## src/rtl/shift_add_accumulator.sv

```systemverilog
// Serial-input shift-and-add multiplier core: LSB-first multiplier stream,
// 2W-bit product, ready/done handshake. Optional macro: SIGNED_MULT_EN.
module shift_add_accumulator #(
    parameter int WORD_LENGTH = 4
) (
    input  logic                       clk,
    input  logic                       reset,
    input  logic                       start,
    input  logic [WORD_LENGTH-1:0]     multiplicand,
    input  logic                       serial_bit,
    output logic                       load,
    output logic                       shift,
    output logic [2*WORD_LENGTH-1:0]   product,
    output logic                       ready,
    output logic                       done
);

    localparam int PW = 2 * WORD_LENGTH;
    localparam int CW = (WORD_LENGTH > 1) ? $clog2(WORD_LENGTH) : 1;
    localparam logic [CW-1:0] LAST = CW'(WORD_LENGTH - 1);

    typedef enum logic [2:0] {
        IDLE,
        LOAD,
        ACCUM,
        DRAIN,
        DONE
    } state_t;

    state_t          state;
    state_t          next_state;
    logic [CW-1:0]   step;
    logic [PW-1:0]   mcand_r;
    logic [PW-1:0]   acc;
    logic [PW-1:0]   term;
    logic [PW-1:0]   sum;
    logic [PW-1:0]   mcand_ext;
    logic            last_step;

    assign last_step = (step == LAST);
    assign term      = mcand_r << step;

`ifdef SIGNED_MULT_EN
    // The multiplier MSB carries negative weight, so its term is subtracted
    assign mcand_ext = {{WORD_LENGTH{multiplicand[WORD_LENGTH-1]}}, multiplicand};
    assign sum       = last_step ? (acc - term) : (acc + term);
`else
    assign mcand_ext = {{WORD_LENGTH{1'b0}}, multiplicand};
    assign sum       = acc + term;
`endif

    // State register
    always_ff @(posedge clk or negedge reset) begin
        if (!reset) begin
            state <= IDLE;
        end else begin
            state <= next_state;
        end
    end

    // Next-state logic and state-decoded strobes
    always_comb begin
        next_state = state;
        load       = 1'b0;
        shift      = 1'b0;
        ready      = 1'b0;
        done       = 1'b0;
        unique case (state)
            IDLE: begin
                ready = 1'b1;
                if (start) begin
                    next_state = LOAD;
                end
            end
            LOAD: begin
                load       = 1'b1;
                next_state = ACCUM;
            end
            ACCUM: begin
                shift = 1'b1;
                if (last_step) begin
                    next_state = DRAIN;
                end
            end
            DRAIN: begin
                shift = 1'b1;
                if (last_step) begin
                    next_state = DONE;
                end
            end
            DONE: begin
                done       = 1'b1;
                next_state = IDLE;
            end
            default: begin
                next_state = IDLE;
            end
        endcase
    end

    // Operand capture, step counter and accumulation
    always_ff @(posedge clk or negedge reset) begin
        if (!reset) begin
            mcand_r <= '0;
            acc     <= '0;
            product <= '0;
            step    <= '0;
        end else begin
            unique case (state)
                IDLE: begin
                    if (start) begin
                        mcand_r <= mcand_ext;
                        acc     <= '0;
                        product <= '0;
                    end
                end
                LOAD: begin
                    step <= '0;
                end
                ACCUM: begin
                    if (serial_bit) begin
                        acc <= sum;
                    end
                    if (last_step) begin
                        product <= serial_bit ? sum : acc;
                    end
                    step <= last_step ? '0 : step + CW'(1);
                end
                DRAIN: begin
                    step <= last_step ? '0 : step + CW'(1);
                end
                default: begin
                end
            endcase
        end
    end

endmodule

```

## config.mk

```make
export PLATFORM = sky130hd
export DESIGN_NAME = shift_add_accumulator
export DESIGN_NICKNAME = d
export VERILOG_FILES = /design/src/rtl/shift_add_accumulator.sv
export SDC_FILE = /design/constraint.sdc
export NUM_CORES = 1
export LEC_CHECK = 0
export CAP_MARGIN = 5
export CORE_ASPECT_RATIO = 0.8
export CORE_MARGIN = 4
export CORE_UTILIZATION = 43
export CTS_CLUSTER_DIAMETER = 100
export CTS_CLUSTER_SIZE = 20
export DETAILED_ROUTE_END_ITERATION = 10
export RECOVER_POWER = 50
export SYNTH_ARGS = -nofsm -noshare
export SYNTH_HDL_FRONTEND = slang
export SYNTH_SLANG_ARGS = --single-unit
```

## constraint.sdc

```tcl
create_clock -name clk -period 6.53 [get_ports clk]
set_clock_uncertainty 0.15 [all_clocks]
set_input_delay 0.9795 -clock clk [delete_from_list [all_inputs] [get_ports clk]]
set_output_delay 0.9795 -clock clk [all_outputs]
set_load 0.005 [all_outputs]
```

==> results.sh, run 1 <==
export IMPL_relSlewSlack=0.263
export IMPL_grt_pass1_vias=1128
export IMPL_hp_class="flip-flop to flip-flop"
export IMPL_cts_root_buf="clkbuf_8"
export IMPL_syn_area_um2=1560
export IMPL_fillerInstances=317
export IMPL_dp_slack_ns=3.61
export IMPL_final_area_um2=1800
export IMPL_layoutNonFillerInstCount=211
export IMPL_track_usage=0.152
export IMPL_syn_nets=170
export IMPL_drv_cap=0
export IMPL_power_per_cell_area_nw_per_um2=530
export IMPL_drt_initial_drc_count=31
export IMPL_total_leakage_power_nw=0.827
export IMPL_nets=187
export IMPL_postRouteAntennaNets=0
export IMPL_r2r_setup_slack_ns=3.90
export IMPL_synth_async_sr_flop_share=1.00
export IMPL_cts_made_buffers=3
export IMPL_worst_pin_slew_ns=1.10
export IMPL_cts_resized=0
export IMPL_grt_overflow_total=0
export IMPL_synth_top_area_share=0.400
export IMPL_ys_top_cells_by_area="dfrtp_1 40%, ha_1 6.4%, mux2_2 4.3%"
export IMPL_totalWireLength_mm=3.09
export IMPL_endpoint_kind="flip-flop"
export IMPL_grt_max_degree=26
export IMPL_drive_gt1_frac=0.124
export IMPL_port_buffers=19
export IMPL_cp_start_kind="input port"
export IMPL_cp_data_arrival_time_ns=3.08
export IMPL_synth_cell_types=48
export IMPL_synth_avg_cell_area_um2=10.2
export IMPL_die_y_um=61.9
export IMPL_synth_warning_count=0
export IMPL_maxSlewViolCount=0
export IMPL_route_detailed_vias_per_inst=5.46
export IMPL_r2r_end="product[6]"
export IMPL_total_power_mw=0.952
export IMPL_dp_hpwl_mm=2.33
export IMPL_cts_sinks=25
export IMPL_crit_type="input port to flip-flop"
export IMPL_yosysSeqAreaShare=0.400
export IMPL_synth_edf_count=0
export IMPL_hold_viol=0
export IMPL_wire_per_inst_um=14.6
export IMPL_crit_path_start="start"
export IMPL_via_count=1153
export IMPL_setup_ws_ns=3.48
export IMPL_place_area_um2=1760
export IMPL_clkTransAtPathRegs_ns=0.10
export IMPL_setup_violations=0
export IMPL_htree_levels=1
export IMPL_cts_tree="built"
export IMPL_io_pins=20
export IMPL_antenna_found_initial=0
export IMPL_fp_row_count=19
export IMPL_fin_crit_sh=0.468
export IMPL_clockBufferDepth=2
export IMPL_synthCells=153
export IMPL_firstDrtPassIters=4
export IMPL_start_util=0.451
export IMPL_vdd_drop_max_uv=240
export IMPL_finalCriticalPeriod_ns=3.05
export IMPL_fin_setup_tns_ns=0
export IMPL_insertion_delay_ns=0.28
export IMPL_status="finished clean"
export IMPL_holdWs_ns=0.329
export IMPL_max_freq_ghz=0.327
export IMPL_ys_ff_latch=25
export IMPL_post_cts_buffers=0
export IMPL_drcViolationCount=0
export IMPL_rr_worst_depth=8
export IMPL_hold_buffers=0
export IMPL_r2r_start="step[0]"
export IMPL_crit_end="product[5]"
export IMPL_critPathMaxFanout=12
export IMPL_crit_required_ns=6.56
export IMPL_finish_utilization=0.517
export IMPL_syn_to_final_growth_pct=14.8
export IMPL_routabilityCongestion=0.874
export IMPL_synth_flop_cell="dfrtp_1"
export IMPL_core_area_um2=3470
export IMPL_fp_dieW_um=75.4
export IMPL_place_inst=207
export IMPL_antenna_cells=0
export IMPL_rsz0062_at_grt="no"
export IMPL_synth_top_cell_by_area="dfrtp_1"
export IMPL_grt_pass1_wl_mm=5.40
export IMPL_die_area_um2=4670
## worst min-delay path by stage
stage                     cells after the start  slack (ns)    endpoint        from
after floorplan                               2        0.32  product[3]  product[3]
after global placement                        2        0.31  product[7]  product[7]
after detailed placement                      2        0.32  product[3]  product[3]
after CTS                                     2        0.34  product[3]  product[3]
after global routing                          2        0.36  product[3]  product[3]
final                                         2        0.33  product[3]  product[3]
## worst max-delay path: stages
cell and delay [ns]:
dlygate4sd3_1 0.55, and2_0 0.34, a21oi_1 0.83, nor3_1 0.12, a22o_2 0.26
## synthesized netlist by cell type (2+ instances only)
cell      number
and3_2         2
nand2_1       16
clkbuf_1       4
nor2b_1        2
a22o_1         4
xnor2_1        4
nor2_1        11
dfrtp_1       25
nor3b_1        3
a22o_2         2
mux2i_1        6
ha_1           8
a21oi_1        6
and3_1         2
nand3b_1       2
o31ai_1        3
o21ai_0        9
and2_1         2
mux2_2         6
xor2_1         2
nor3_1         4
mux2_4         2
a21o_1         3
## placed cells by master (no fill, tap or decap), types with 3 or more instances in the layout
| master | synthesis | final |
|---|---|---|
| dfrtp_1 | 25 | 25 |
| nand2_1 | 16 | 16 |
| nor2_1 | 11 | 11 |
| dlygate4sd3_1 | 0 | 10 |
| o21ai_0 | 9 | 9 |
| clkdlybuf4s50_1 | 0 | 9 |
| ha_1 | 8 | 8 |
| a21oi_1 | 6 | 7 |
| mux2i_1 | 6 | 6 |
| mux2_2 | 6 | 6 |
| nor3_1 | 4 | 4 |
| xnor2_1 | 4 | 4 |
| a22o_1 | 4 | 4 |
| nor3b_1 | 3 | 3 |
| o31ai_1 | 3 | 3 |
| a21o_1 | 3 | 3 |
| clkbuf_8 | 0 | 3 |
## cell type report
class	count	area (um^2)	share of cell area
multi-input combinational	120	875	0.487
clock inverter	1	7.51	0.00418
tap	42	52.6	0.0293
timing repair buffer	19	190	0.106
sequential	25	626	0.348
inverter	1	3.75	0.00209
clock buffer	3	41.3	0.0230
## kinds of logic (layout without fill, tap and decap cells)
family	Yosys count	count (layout)	share of synthesized area
adder cells (fa/ha/maj)	9	9	0.0768
AO/OA/AOI/OAI	38	38	0.174
AND/OR/NAND/NOR	53	53	0.182
flip-flops	25	25	0.400
multiplexers	14	14	0.101
XOR/XNOR	6	6	0.0336
buffers and inverters	8	24	0.0320
## power breakdown
group / internal, mW / total [mW] / leakage [nW] / switching [mW]
combinational: 0.278 / 0.557 / 0.486 / 0.279
clock: 0.0434 / 0.0976 / 0.0217 / 0.0542
sequential: 0.223 / 0.297 / 0.318 / 0.0742
## routing by layer
metal  share of wire  wire (um)  track usage  up-vias
met3           0.036        110       0.0338        4
met5               0          0            0        -
met4          0.0087         27       0.0374        0
li1                -          -            -      585
met1            0.54       1670        0.227      547
met2            0.41       1280        0.224       17
## registers in the layout (all words and copies together) (netlist names)
name	count
acc	8
mcand_r	4
product	8
state	3
step	2
(Power assumes the default switching activity.)
==> inputs of run 2 (changes only) <==
==> constraint.sdc (replaced) <==
create_clock -name clk -period 3 [get_ports clk]
set_clock_uncertainty 0.15 [all_clocks]
set_input_delay 0.45 -clock clk [delete_from_list [all_inputs] [get_ports clk]]
set_output_delay 0.45 -clock clk [all_outputs]
set_load 0.005 [all_outputs]
==> results.sh, run 2 (same netlist as run 1, synthesis figures left out) <==
export IMPL_status="finished clean"
export IMPL_final_common_cell="dfrtp_1"
export IMPL_syn_to_final_growth_pct=15.9
export IMPL_fin_setup_tns_ns=0
export IMPL_dp_hpwl_mm=2.60
export IMPL_crit_path_start="step[0]"
export IMPL_totalWireLength_mm=3.38
export IMPL_power_per_cell_area_nw_per_um2=1170
export IMPL_cts_tree="built"
export IMPL_die_area_um2=4670
export IMPL_clockBufferDepth=2
export IMPL_antenna_cells=0
export IMPL_route_detailed_vias_per_inst=5.60
export IMPL_rsz0062_at_grt="no"
export IMPL_dp_slack_ns=0.325
export IMPL_start_util=0.451
export IMPL_postRouteAntennaNets=0
export IMPL_drcViolationCount=0
export IMPL_drive_gt1_frac=0.129
export IMPL_die_y_um=61.9
export IMPL_maxSlewViolCount=0
export IMPL_endpoint_kind="flip-flop"
export IMPL_p_clk_frac=0.097
export IMPL_routabilityCongestion=0.973
export IMPL_relSlewSlack=0.0791
export IMPL_cp_data_arrival_time_ns=2.74
export IMPL_critPathMaxFanout=13
export IMPL_core_area_um2=3470
export IMPL_swShare=0.433
export IMPL_fp_dieW_um=75.4
export IMPL_comb_power_share=0.599
export IMPL_cts_root_buf="clkbuf_8"
export IMPL_antenna_found_initial=0
export IMPL_clkTransAtPathRegs_ns=0.09
export IMPL_grt_overflow_total=0
export IMPL_grt_pass1_vias=1150
export IMPL_port_buffers=19
export IMPL_finalCriticalPeriod_ns=2.67
export IMPL_track_usage=0.158
export IMPL_post_cts_buffers=0
export IMPL_insertion_delay_ns=0.27
export IMPL_layoutNonFillerInstCount=213
export IMPL_setup_violations=0
export IMPL_seqPwrFrac=0.305
export IMPL_drv_cap=0
export IMPL_htree_levels=1
export IMPL_hold_start="product[3]"
export IMPL_io_pins=20
export IMPL_grt_pass1_wl_mm=5.53
export IMPL_cts_resized=0
export IMPL_crit_required_ns=3.07
export IMPL_switchingPower_mw=0.922
export IMPL_firstDrtPassIters=4
export IMPL_place_inst=209
export IMPL_setup_ws_ns=0.331
export IMPL_largest_registers="acc: 8 flops, product: 8 flops, mcand_r: 4 flops"
export IMPL_max_freq_ghz=0.375
export IMPL_drt_initial_drc_count=67
export IMPL_total_leakage_power_nw=0.813
export IMPL_via_count=1192
export IMPL_total_power_mw=2.13
export IMPL_p_int_mw=1.21
export IMPL_hp_class="flip-flop to flip-flop"
export IMPL_cts_sinks=25
export IMPL_layout_common_cells="25 x dfrtp_1, 18 x clkdlybuf4s50_1, 16 x nand2_1"
export IMPL_worst_pin_slew_ns=1.38
export IMPL_cts_made_buffers=3
export IMPL_hold_buffers=0
export IMPL_fin_crit_sh=0.890
export IMPL_crit_type="flip-flop to flip-flop"
export IMPL_fp_row_count=19
export IMPL_wire_per_inst_um=15.9
export IMPL_cp_start_kind="flip-flop"
export IMPL_hold_viol=0
export IMPL_grt_max_degree=26
export IMPL_nets=189
export IMPL_vdd_drop_max_uv=446
export IMPL_r2r_start="step[0]"
run 2: changes by cell type in the layout (fill, tap and decap cells not counted), sizes merged:
cell | before | now
clkdlybuf4s50 | 9 | 18
clkbuf | 3 | 4
buf | 0 | 1
dlygate4sd3 | 10 | 1
run 2: critical path, stage by stage (launching register included):
cell and delay (ns):
dfrtp_1 0.57, mux2i_1 0.26, nor2_1 0.09, fa_1 0.45, a211oi_1 0.36, nor2_1 0.13, o31ai_1 0.38, mux2_4 0.22
run 2: final cells by class:
cell class,instances,area (um^2)
inverters,1,3.75
flip-flops and latches,25,626
fillers,311,1660
multi-input cells,120,881
clock inverters,1,7.51
well taps,42,52.6
repair buffers,21,201
clock buffers,3,41.3
run 2: per-layer routing:
metal / track usage / up-vias / wire, um
li1: - / 592 / -
met5: 0 / - / 0
met3: 0.0370 / 6 / 181
met2: 0.255 / 34 / 1450
met1: 0.213 / 560 / 1690
met4: 0.0474 / 0 / 70
run 2: power groups by stage:
| stage | logic [mW] | registers [mW] | clock network, mW |
|---|---|---|---|
| global route | 1.41 | 0.677 | 0.219 |
| detailed placement | 1.27 | 0.656 | 0 |
| global placement | 1.23 | 0.646 | 0 |
| CTS | 1.28 | 0.650 | 0.211 |
| floorplan | 0.992 | 0.598 | 0 |
| finish | 1.27 | 0.648 | 0.206 |
run 2: path summary, 6_finish.rpt:
path / endpoint / slack, ns / cells past startpoint
max: product[4] / 0.33 / 7
min: product[3] / 0.33 / 2
min reg2reg: product[3] / 0.33 / 2
max reg2reg: product[4] / 0.33 / 7
max in group asynchronous: acc[6] / 1.03 / 2
min in group asynchronous: state[1] / 0.86 / 2
run 2: metrics by stage:
stage	area [um^2]	hold WS [ns]	utilization
finish	1810	0.332	0.522
CTS	1820	0.339	0.526
global placement	1780	0.312	0.512
global route	1810	0.368	0.522
detailed placement	1780	0.317	0.512
floorplan	1560	0.00441	-
==> inputs of run 3 (changes only) <==
--- a/config.mk
+++ b/config.mk
@@ -13,6 +13,7 @@
 export CTS_CLUSTER_SIZE = 20
 export DETAILED_ROUTE_END_ITERATION = 10
 export RECOVER_POWER = 50
+export SLEW_MARGIN = 0
 export SYNTH_ARGS = -nofsm -noshare
 export SYNTH_HDL_FRONTEND = slang
 export SYNTH_SLANG_ARGS = --single-unit
==> results of run 3 <==
The final DEF is identical to that of run 2; final timing and power are the same.
